### src/rtl/tmds_channel_decoder.sv
// TMDS receive channel: finds word alignment from DVI control tokens,
// decodes 8-bit pixel data or 2-bit control and tracks lock status.
module tmds_channel_decoder #(
    parameter int C_LOCK_TOKENS  = 16,
    parameter int C_SEARCH_WORDS = 2048,
    parameter int C_LOSS_WORDS   = 4096
) (
    input  logic        clk_pixel,
    input  logic        rst_pixel,
    input  logic [9:0]  in_word,
    output logic [7:0]  out_data,
    output logic        out_de,
    output logic        out_c0,
    output logic        out_c1,
    output logic        out_locked,
    output logic [3:0]  out_offset,
    output logic [15:0] out_loss_count
);

    localparam int IDLE_MAX = (C_SEARCH_WORDS > C_LOSS_WORDS) ?
                              C_SEARCH_WORDS : C_LOSS_WORDS;
    localparam int IW = $clog2(IDLE_MAX + 1);
    localparam int RW = $clog2(C_LOCK_TOKENS + 1);

    localparam logic [IW-1:0] SEARCH_LAST = IW'(C_SEARCH_WORDS - 1);
    localparam logic [IW-1:0] LOSS_LAST   = IW'(C_LOSS_WORDS - 1);
    localparam logic [RW-1:0] LOCK_LAST   = RW'(C_LOCK_TOKENS - 1);

    localparam logic [9:0] TOK_00 = 10'b1101010100;
    localparam logic [9:0] TOK_01 = 10'b0010101011;
    localparam logic [9:0] TOK_10 = 10'b0101010100;
    localparam logic [9:0] TOK_11 = 10'b1010101011;

    typedef enum logic {
        ST_SEARCH = 1'b0,
        ST_LOCKED = 1'b1
    } state_t;

    state_t         state_q, state_d;
    logic [9:0]     prev_q, prev_d;
    logic [9:0]     aligned_q, aligned_d;
    logic [3:0]     offset_q, offset_d;
    logic [RW-1:0]  run_q, run_d;
    logic [IW-1:0]  idle_q, idle_d;
    logic           skip_q, skip_d;
    logic [15:0]    loss_q, loss_d;
    logic [7:0]     data_q, data_d;
    logic           de_q, de_d;
    logic           c0_q, c0_d;
    logic           c1_q, c1_d;
    logic           locked_q, locked_d;

    logic [19:0]    window;
    logic [3:0]     offset_inc;
    logic           is_tok;
    logic [1:0]     tok_c;
    logic [7:0]     tword;
    logic [7:0]     dec_byte;

    // Stage 1: 20-bit window over two words, older word in the low half
    always_comb begin
        window    = {in_word, prev_q};
        prev_d    = in_word;
        aligned_d = 10'(window >> offset_q);
    end

    always_comb begin
        offset_inc = (offset_q == 4'd9) ? 4'd0 : offset_q + 4'd1;
    end

    // Stage 2: control token recognition
    always_comb begin
        is_tok = 1'b1;
        tok_c  = 2'b00;
        case (aligned_q)
            TOK_00:  tok_c = 2'b00;
            TOK_01:  tok_c = 2'b01;
            TOK_10:  tok_c = 2'b10;
            TOK_11:  tok_c = 2'b11;
            default: is_tok = 1'b0;
        endcase
    end

    // Undo the optional inversion, then the XOR/XNOR transition chain
    always_comb begin
        tword       = aligned_q[9] ? ~aligned_q[7:0] : aligned_q[7:0];
        dec_byte    = '0;
        dec_byte[0] = tword[0];
        for (int i = 1; i < 8; i++) begin
            if (aligned_q[8]) begin
                dec_byte[i] = tword[i] ^ tword[i-1];
            end else begin
                dec_byte[i] = ~(tword[i] ^ tword[i-1]);
            end
        end
    end

    // Alignment FSM; the word right after an offset change is stale
    always_comb begin
        state_d  = state_q;
        run_d    = run_q;
        idle_d   = idle_q;
        offset_d = offset_q;
        skip_d   = 1'b0;
        loss_d   = loss_q;
        if (!skip_q) begin
            case (state_q)
                ST_SEARCH: begin
                    if (is_tok) begin
                        idle_d = '0;
                        if (run_q == LOCK_LAST) begin
                            state_d = ST_LOCKED;
                            run_d   = '0;
                        end else begin
                            run_d = run_q + 1'b1;
                        end
                    end else begin
                        run_d = '0;
                        if (idle_q == SEARCH_LAST) begin
                            idle_d   = '0;
                            offset_d = offset_inc;
                            skip_d   = 1'b1;
                        end else begin
                            idle_d = idle_q + 1'b1;
                        end
                    end
                end
                ST_LOCKED: begin
                    if (is_tok) begin
                        idle_d = '0;
                    end else if (idle_q == LOSS_LAST) begin
                        state_d  = ST_SEARCH;
                        idle_d   = '0;
                        run_d    = '0;
                        offset_d = offset_inc;
                        skip_d   = 1'b1;
                        if (loss_q != 16'hFFFF) begin
                            loss_d = loss_q + 16'd1;
                        end
                    end else begin
                        idle_d = idle_q + 1'b1;
                    end
                end
                default: state_d = ST_SEARCH;
            endcase
        end
    end

    // Output stage uses the state before this word's update
    always_comb begin
        locked_d = (state_q == ST_LOCKED);
        data_d   = 8'h00;
        de_d     = 1'b0;
        c0_d     = 1'b0;
        c1_d     = 1'b0;
        if (state_q == ST_LOCKED) begin
            if (is_tok) begin
                c0_d = tok_c[0];
                c1_d = tok_c[1];
            end else begin
                de_d   = 1'b1;
                data_d = dec_byte;
                c0_d   = c0_q;
                c1_d   = c1_q;
            end
        end
    end

    always_ff @(posedge clk_pixel or posedge rst_pixel) begin
        if (rst_pixel) begin
            state_q   <= ST_SEARCH;
            prev_q    <= '0;
            aligned_q <= '0;
            offset_q  <= '0;
            run_q     <= '0;
            idle_q    <= '0;
            skip_q    <= 1'b0;
            loss_q    <= '0;
            data_q    <= '0;
            de_q      <= 1'b0;
            c0_q      <= 1'b0;
            c1_q      <= 1'b0;
            locked_q  <= 1'b0;
        end else begin
            state_q   <= state_d;
            prev_q    <= prev_d;
            aligned_q <= aligned_d;
            offset_q  <= offset_d;
            run_q     <= run_d;
            idle_q    <= idle_d;
            skip_q    <= skip_d;
            loss_q    <= loss_d;
            data_q    <= data_d;
            de_q      <= de_d;
            c0_q      <= c0_d;
            c1_q      <= c1_d;
            locked_q  <= locked_d;
        end
    end

    assign out_data       = data_q;
    assign out_de         = de_q;
    assign out_c0         = c0_q;
    assign out_c1         = c1_q;
    assign out_locked     = locked_q;
    assign out_offset     = offset_q;
    assign out_loss_count = loss_q;

endmodule
### config.mk
export PLATFORM = sky130hd
export DESIGN_NAME = tmds_channel_decoder
export DESIGN_NICKNAME = d
export VERILOG_FILES = /design/src/rtl/tmds_channel_decoder.sv
export SDC_FILE = /design/constraint.sdc
export NUM_CORES = 1
export LEC_CHECK = 0
export BUFFER_PORTS_ARGS = -buffer_cell sky130_fd_sc_hd__buf_2
export CAP_MARGIN = 20
export CORE_UTILIZATION = 50
export DETAILED_ROUTE_END_ITERATION = 8
export GPL_ROUTABILITY_DRIVEN = 0
export PLACE_DENSITY_LB_ADDON = 0.08
export SETUP_SLACK_MARGIN = 0.4
export SLEW_MARGIN = 20
export SYNTH_ARGS = -nofsm -noshare
export SYNTH_HDL_FRONTEND = slang
export SYNTH_SLANG_ARGS = --single-unit
export TNS_END_PERCENT = 10
### constraint.sdc
create_clock -name clk_pixel -period 5.55 [get_ports clk_pixel]
set_clock_uncertainty 0.1 [all_clocks]
set_input_delay 0.2775 -clock clk_pixel [delete_from_list [all_inputs] [get_ports clk_pixel]]
set_output_delay 0.2775 -clock clk_pixel [all_outputs]
set_load 0.005 [all_outputs]
**After elaboration in Yosys (flattened, before gate mapping)**

Cells that the tools add are included.

- Flip-flop bits (word level): 72
- Logic and storage cells: 99

- Bitwise gates (word level): 18
- Shifts and indexed selects: 1
- Add/subtract/negate cells: 4
- Reduce and logical (&&, ||, !) cells: 4
- Equality and inequality tests: 14
- Mux-type cells: 45

Operators with widths:

| operator | number |
|---|---|
| $mux 13 | 4 |
| $pmux 13 s2 | 1 |
| $mux 8 | 3 |
| $mux 1 | 23 |
| $eq 10x10->1 const B | 2 |
| $mux 4 | 5 |
| $mux 5 | 4 |
| $shr 20x4->10 | 1 |
| $add 16x1->16 const B | 1 |
| $ne 16x16->1 const B | 1 |
| $add 13x1->13 const B | 1 |
| $eq 13x11->1 const B | 1 |
| $eq 13x12->1 const B | 1 |
| $eq 10x8->1 const B | 1 |
| $eq 10x9->1 const B | 1 |
| $not 1->1 | 10 |
| $pmux 5 s2 | 1 |
| $reduce_and 5->1 | 2 |
| $not 8->8 | 1 |
| $pmux 4 s2 | 1 |
| $xor 1x1->1 | 7 |
| $ne 2x2->1 const B | 3 |
| $pmux 2 s3 | 1 |
| $add 5x1->5 const B | 1 |
| 7 further kinds | 9 |

**Logic depth before layout (Yosys ltp)**

- Word-level depth: 7
- Mapped depth: 9
- Gate-level depth less buffers: 8

**Least setup slack after synthesis**

Ideal clock, no wire load.

- Path kind: register -> register
- From: register idle_q[0]
- To: register loss_q[15] (netlist: out_loss_count[15])
- Setup slack: 3.206 ns
- Period minus slack after synthesis: 2.344 ns
- Cell stages (with the launch flop): 9
- Required time: 5.324 ns
- Arrival: 2.118 ns
- Library setup time: 0.126 ns
- Path through: dfrtp_1 ha_1 nand3_1 or4_4 nor4_4 and4_1 buf_6 nand4_1 xnor2_1

- Cells in the longest elaborated chain, start to end: 2

RTL lines:

| element | line | text |
|---|---|---|
| start, declared | 44 | `logic [IW-1:0] idle_q, idle_d;` |
| start signal, assigned | 190 | `idle_q <= idle_d;` |
| $eq 13x12->1 | 131 | `end else if (idle_q == LOSS_LAST) begin` |
| $reduce_and 5->1 (no line) | n/a |  |
| end signal, assigned | 192 | `loss_q <= loss_d;` |
| end, declared | 46 | `logic [15:0] loss_q, loss_d;` |

No other way between the ends.
A chain may end at the register's enable or synchronous reset.

**Worst setup path in the final report**

- From: register aligned_q[2]
- To: register loss_q[1] (netlist: out_loss_count[1])

- Cells in the longest elaborated chain, start to end: 5
- Elaborated cells on any way between the ends: 8
- Those cells by class: 4 x eq/ne; 1 x mux; 1 x bitwise; 2 x reduce/logical

RTL lines:

| element | line | text |
|---|---|---|
| start, declared | 41 | `logic [9:0] aligned_q, aligned_d;` |
| start signal, assigned | 187 | `aligned_q <= aligned_d;` |
| $eq 10x10->1, or another cell as far along | 75 | `case (aligned_q)` |
| $reduce_or 4->1 (no line) (*) | n/a |  |
| $mux 1 (*) | 75 |  |
| $not 1->1 (no line) (*) | n/a |  |
| $reduce_and 5->1 (no line) (*) | n/a |  |

Every way passes the cells marked *; elsewhere a longest branch is shown, timed or not.

==> impl_metrics.tcl <==
set metrics [dict create \
    status "finished, final reports clean" \
    syn_area_mm2 0.003862 \
    start_util_pct 52.41 \
    finalHoldViolCount 0 \
    clkTransAtPathRegs_ps 80 \
    drive_above_1_share_pct 20.29 \
    power.share.clock_pct 41.8 \
    ys_seq_area_share_pct 46.65 \
    clockBufferDepth 2 \
    hp-class "in -> async" \
    synth_cells 366 \
    overflow 0 \
    crit_path_start_kind "flop" \
    cap_violations 0 \
    vdd_drop_max_mv 0.2019 \
    yosysTopAreaCellShare_pct 46.65 \
    numCtsBuffers 9 \
    reg2reg_slack_ps 2620 \
    synth_cell_types 49 \
    avgSynthCellArea_um2 10.55 \
    netSwitchingFraction_pct 25.17 \
    antenna_found_initial 0 \
    dpl.hpwl_mm 5.359 \
    relSlewSlack_pct 35.92 \
    firstDrtPassIters 4 \
    seqPwrFrac_pct 48.6 \
    grt_pass1_wl_mm 13.40 \
    synth-edff-count 0 \
    rsz0062_at_grt "no" \
    synth_flop_cell "dfrtp_1" \
    p_per_area_mw_per_mm2 270.5 \
    io_pins 44 \
    fp.coreArea_mm2 0.007370 \
    die_y_um 89.89 \
    arrival_ps 3070 \
    cts_tree "done" \
    grt_pass1_vias 2773 \
    drt-wirelength-per-cell_um 14.96 \
    grt_util_all_layers_pct 21.00 \
    portBuffers 43 \
    cp_max_fo 11 \
    p_leak_nw 2.067 \
    synth.most_common_cell "dfrtp_1" \
    crit_type "reg -> reg" \
    setup_viol 0 \
    die_x_um 89.89 \
    rows 31 \
    worstSkewPairLatency_ps 350 \
    fin_hold_ws_ps 75.91 \
    post-synth-top-area-cell "dfrtp_1" \
    drt_iter0_markers 131 \
    combPwrFrac_pct 9.6 \
    synth_seq_cells 72 \
    period_needed_ps 2935 \
    fin_nets 437 \
    viasPerCell 5.535 \
    grt_max_degree 73 \
    ant_nets 0 \
    htree_levels 3 \
    syn_nets 389 \
    fmaxAchievable_mhz 340.7 \
    dieArea_mm2 0.008080 \
    async_flop_share_pct 100.0 \
    synth.area.top_cells "dfrtp_1 (47%), mux4_2 (8.2%), xnor2_1 (5.0%)" \
    cts_root_buf "clkbuf_8" \
    vias 2867 \
    wirelength_mm 7.747 \
    area_delta_synth_final_pct 15.97 \
    endpoint_kind "flop" \
    required_ps 5680 \
    p_int_mw 0.9066 \
    yosysWarnings 0 \
    worst_pin_slew_ps 961.1 \
    setup_tns_ps 0 \
    antenna_cells 0 \
    slew_viol_final 0 \
    finalCritPeriodShare_pct 52.88 \
    power_switching_mw 0.3049 \
    cts.sinks 72 \
    route.detailed.drc 0 \
    yosys-top-cells-count "dfrtp_1 (72), nor2_1 (33), nand2_1 (25)" \
]
## final cells by class
type / instances / area [um^2]
clock inverters: 7 / 120.1
fillers: 675 / 2890
well taps: 99 / 123.9
clock buffers: 9 / 123.9
inverters: 16 / 60.06
multi-input cells: 260 / 1919
flip-flops and latches: 72 / 1802
repair buffers: 55 / 330.3
## kinds of logic (layout without fill, tap and decap cells)
group                      count (synthesis)  in the layout  synth area share [%]
and+or+nand+nor                          134            134                 18.46
DFF                                       72             72                 46.65
AOI/OAI and AO/OA                         56             56                 8.779
buffers and inverters                     34             87                 3.660
xor gates and xnor gates                  31             31                 7.029
muxes                                     28             28                 11.86
adders and majority gates                 11             11                 3.563
## state kept, by name, indices dropped and copies added, names as in the netlist
name and flops:
aligned_q 10, idle_q 13, locked_d 1, out_c0 1, out_c1 1, out_data 8, out_de 1, out_locked 1
out_loss_count 16, out_offset 4, prev_q 10, run_q 5, skip_q 1
## placed cells by master (no fill, tap or decap), types with 4 or more instances in the layout
| cell | netlist | final |
|---|---|---|
| ha_1 | 11 | 11 |
| mux4_2 | 14 | 14 |
| a21oi_1 | 15 | 15 |
| inv_1 | 16 | 15 |
| mux2i_1 | 12 | 12 |
| nor4_1 | 4 | 4 |
| nand2_1 | 25 | 25 |
| dlygate4sd3_1 | 0 | 10 |
| o21ai_0 | 20 | 20 |
| xor2_1 | 9 | 9 |
| nor2_1 | 33 | 33 |
| clkbuf_8 | 0 | 9 |
| nand4_1 | 9 | 9 |
| dfrtp_1 | 72 | 72 |
| nor2b_1 | 11 | 11 |
| and3_1 | 8 | 8 |
| xnor2_1 | 22 | 22 |
| buf_2 | 4 | 43 |
| a211oi_1 | 5 | 5 |
| nor3_1 | 6 | 6 |
| nand2b_1 | 7 | 7 |
| nand3_1 | 18 | 18 |
## worst paths after layout
kind,start,depth (start not counted),to
setup / recovery,aligned_q[2],8,out_loss_count[1]
hold / removal,rst_pixel,3,out_data[4]
setup reg to reg,aligned_q[2],8,out_loss_count[1]
hold reg to reg,out_loss_count[9],1,out_loss_count[9]
max in group asynchronous,rst_pixel,3,idle_q[3]
min in group clk_pixel,out_loss_count[9],1,out_loss_count[9]
## per-stage QoR
| step | cell area [um^2] | setup WS (ps) | std cells | util (%) | power (mW) |
|---|---|---|---|---|---|
| 2_1_floorplan | 3862 | 3206 | 366 | - | 0.6754 |
| 3_3_place_gp | 4135 | 2806 | 492 | 56.11 | 0.7082 |
| 3_5_place_dp | 4135 | 2666 | 492 | 56.11 | 0.7089 |
| 4_1_cts | 4479 | 2622 | 518 | 60.78 | 1.227 |
| 5_1_grt | 4479 | 2421 | 518 | 60.78 | 1.268 |
| 6_report | 4479 | 2615 | 518 | 60.78 | 1.211 |
## layer usage
metal,share of wire [%],GRT usage (%)
met1,48,28.30
met2,47,33.01
met3,4.1,4.992
met4,1.8,8.199
met5,0,0
## critical path, stage by stage, from the launching register on
cell and delay [ps]:
dfrtp_1 400, inv_1 60, ha_1 180, nor2b_1 130, and4_1 300, nor2_1 490
nand2_1 380, nor4_2 420, mux2_2 370
## power groups by stage
stage               clock network [mW]  logic, mW  registers [mW]
floorplan                            0     0.0856           0.590
global placement                     0      0.111           0.597
detailed placement                   0      0.110           0.599
CTS                              0.519      0.119           0.589
global route                     0.538      0.135           0.595
finish                           0.506      0.116           0.589
## repair_timing
| action | in CTS | in global routing |
|---|---|---|
| hold buffers | 10 | 0 |
| gates resized for setup | 0 | 0 |
| endpoints found under the setup margin | 0 | 0 |
| buffers inserted | 0 | 0 |
| endpoints found under the hold margin | 10 | 0 |
Power figures use the tool's default switching activity.
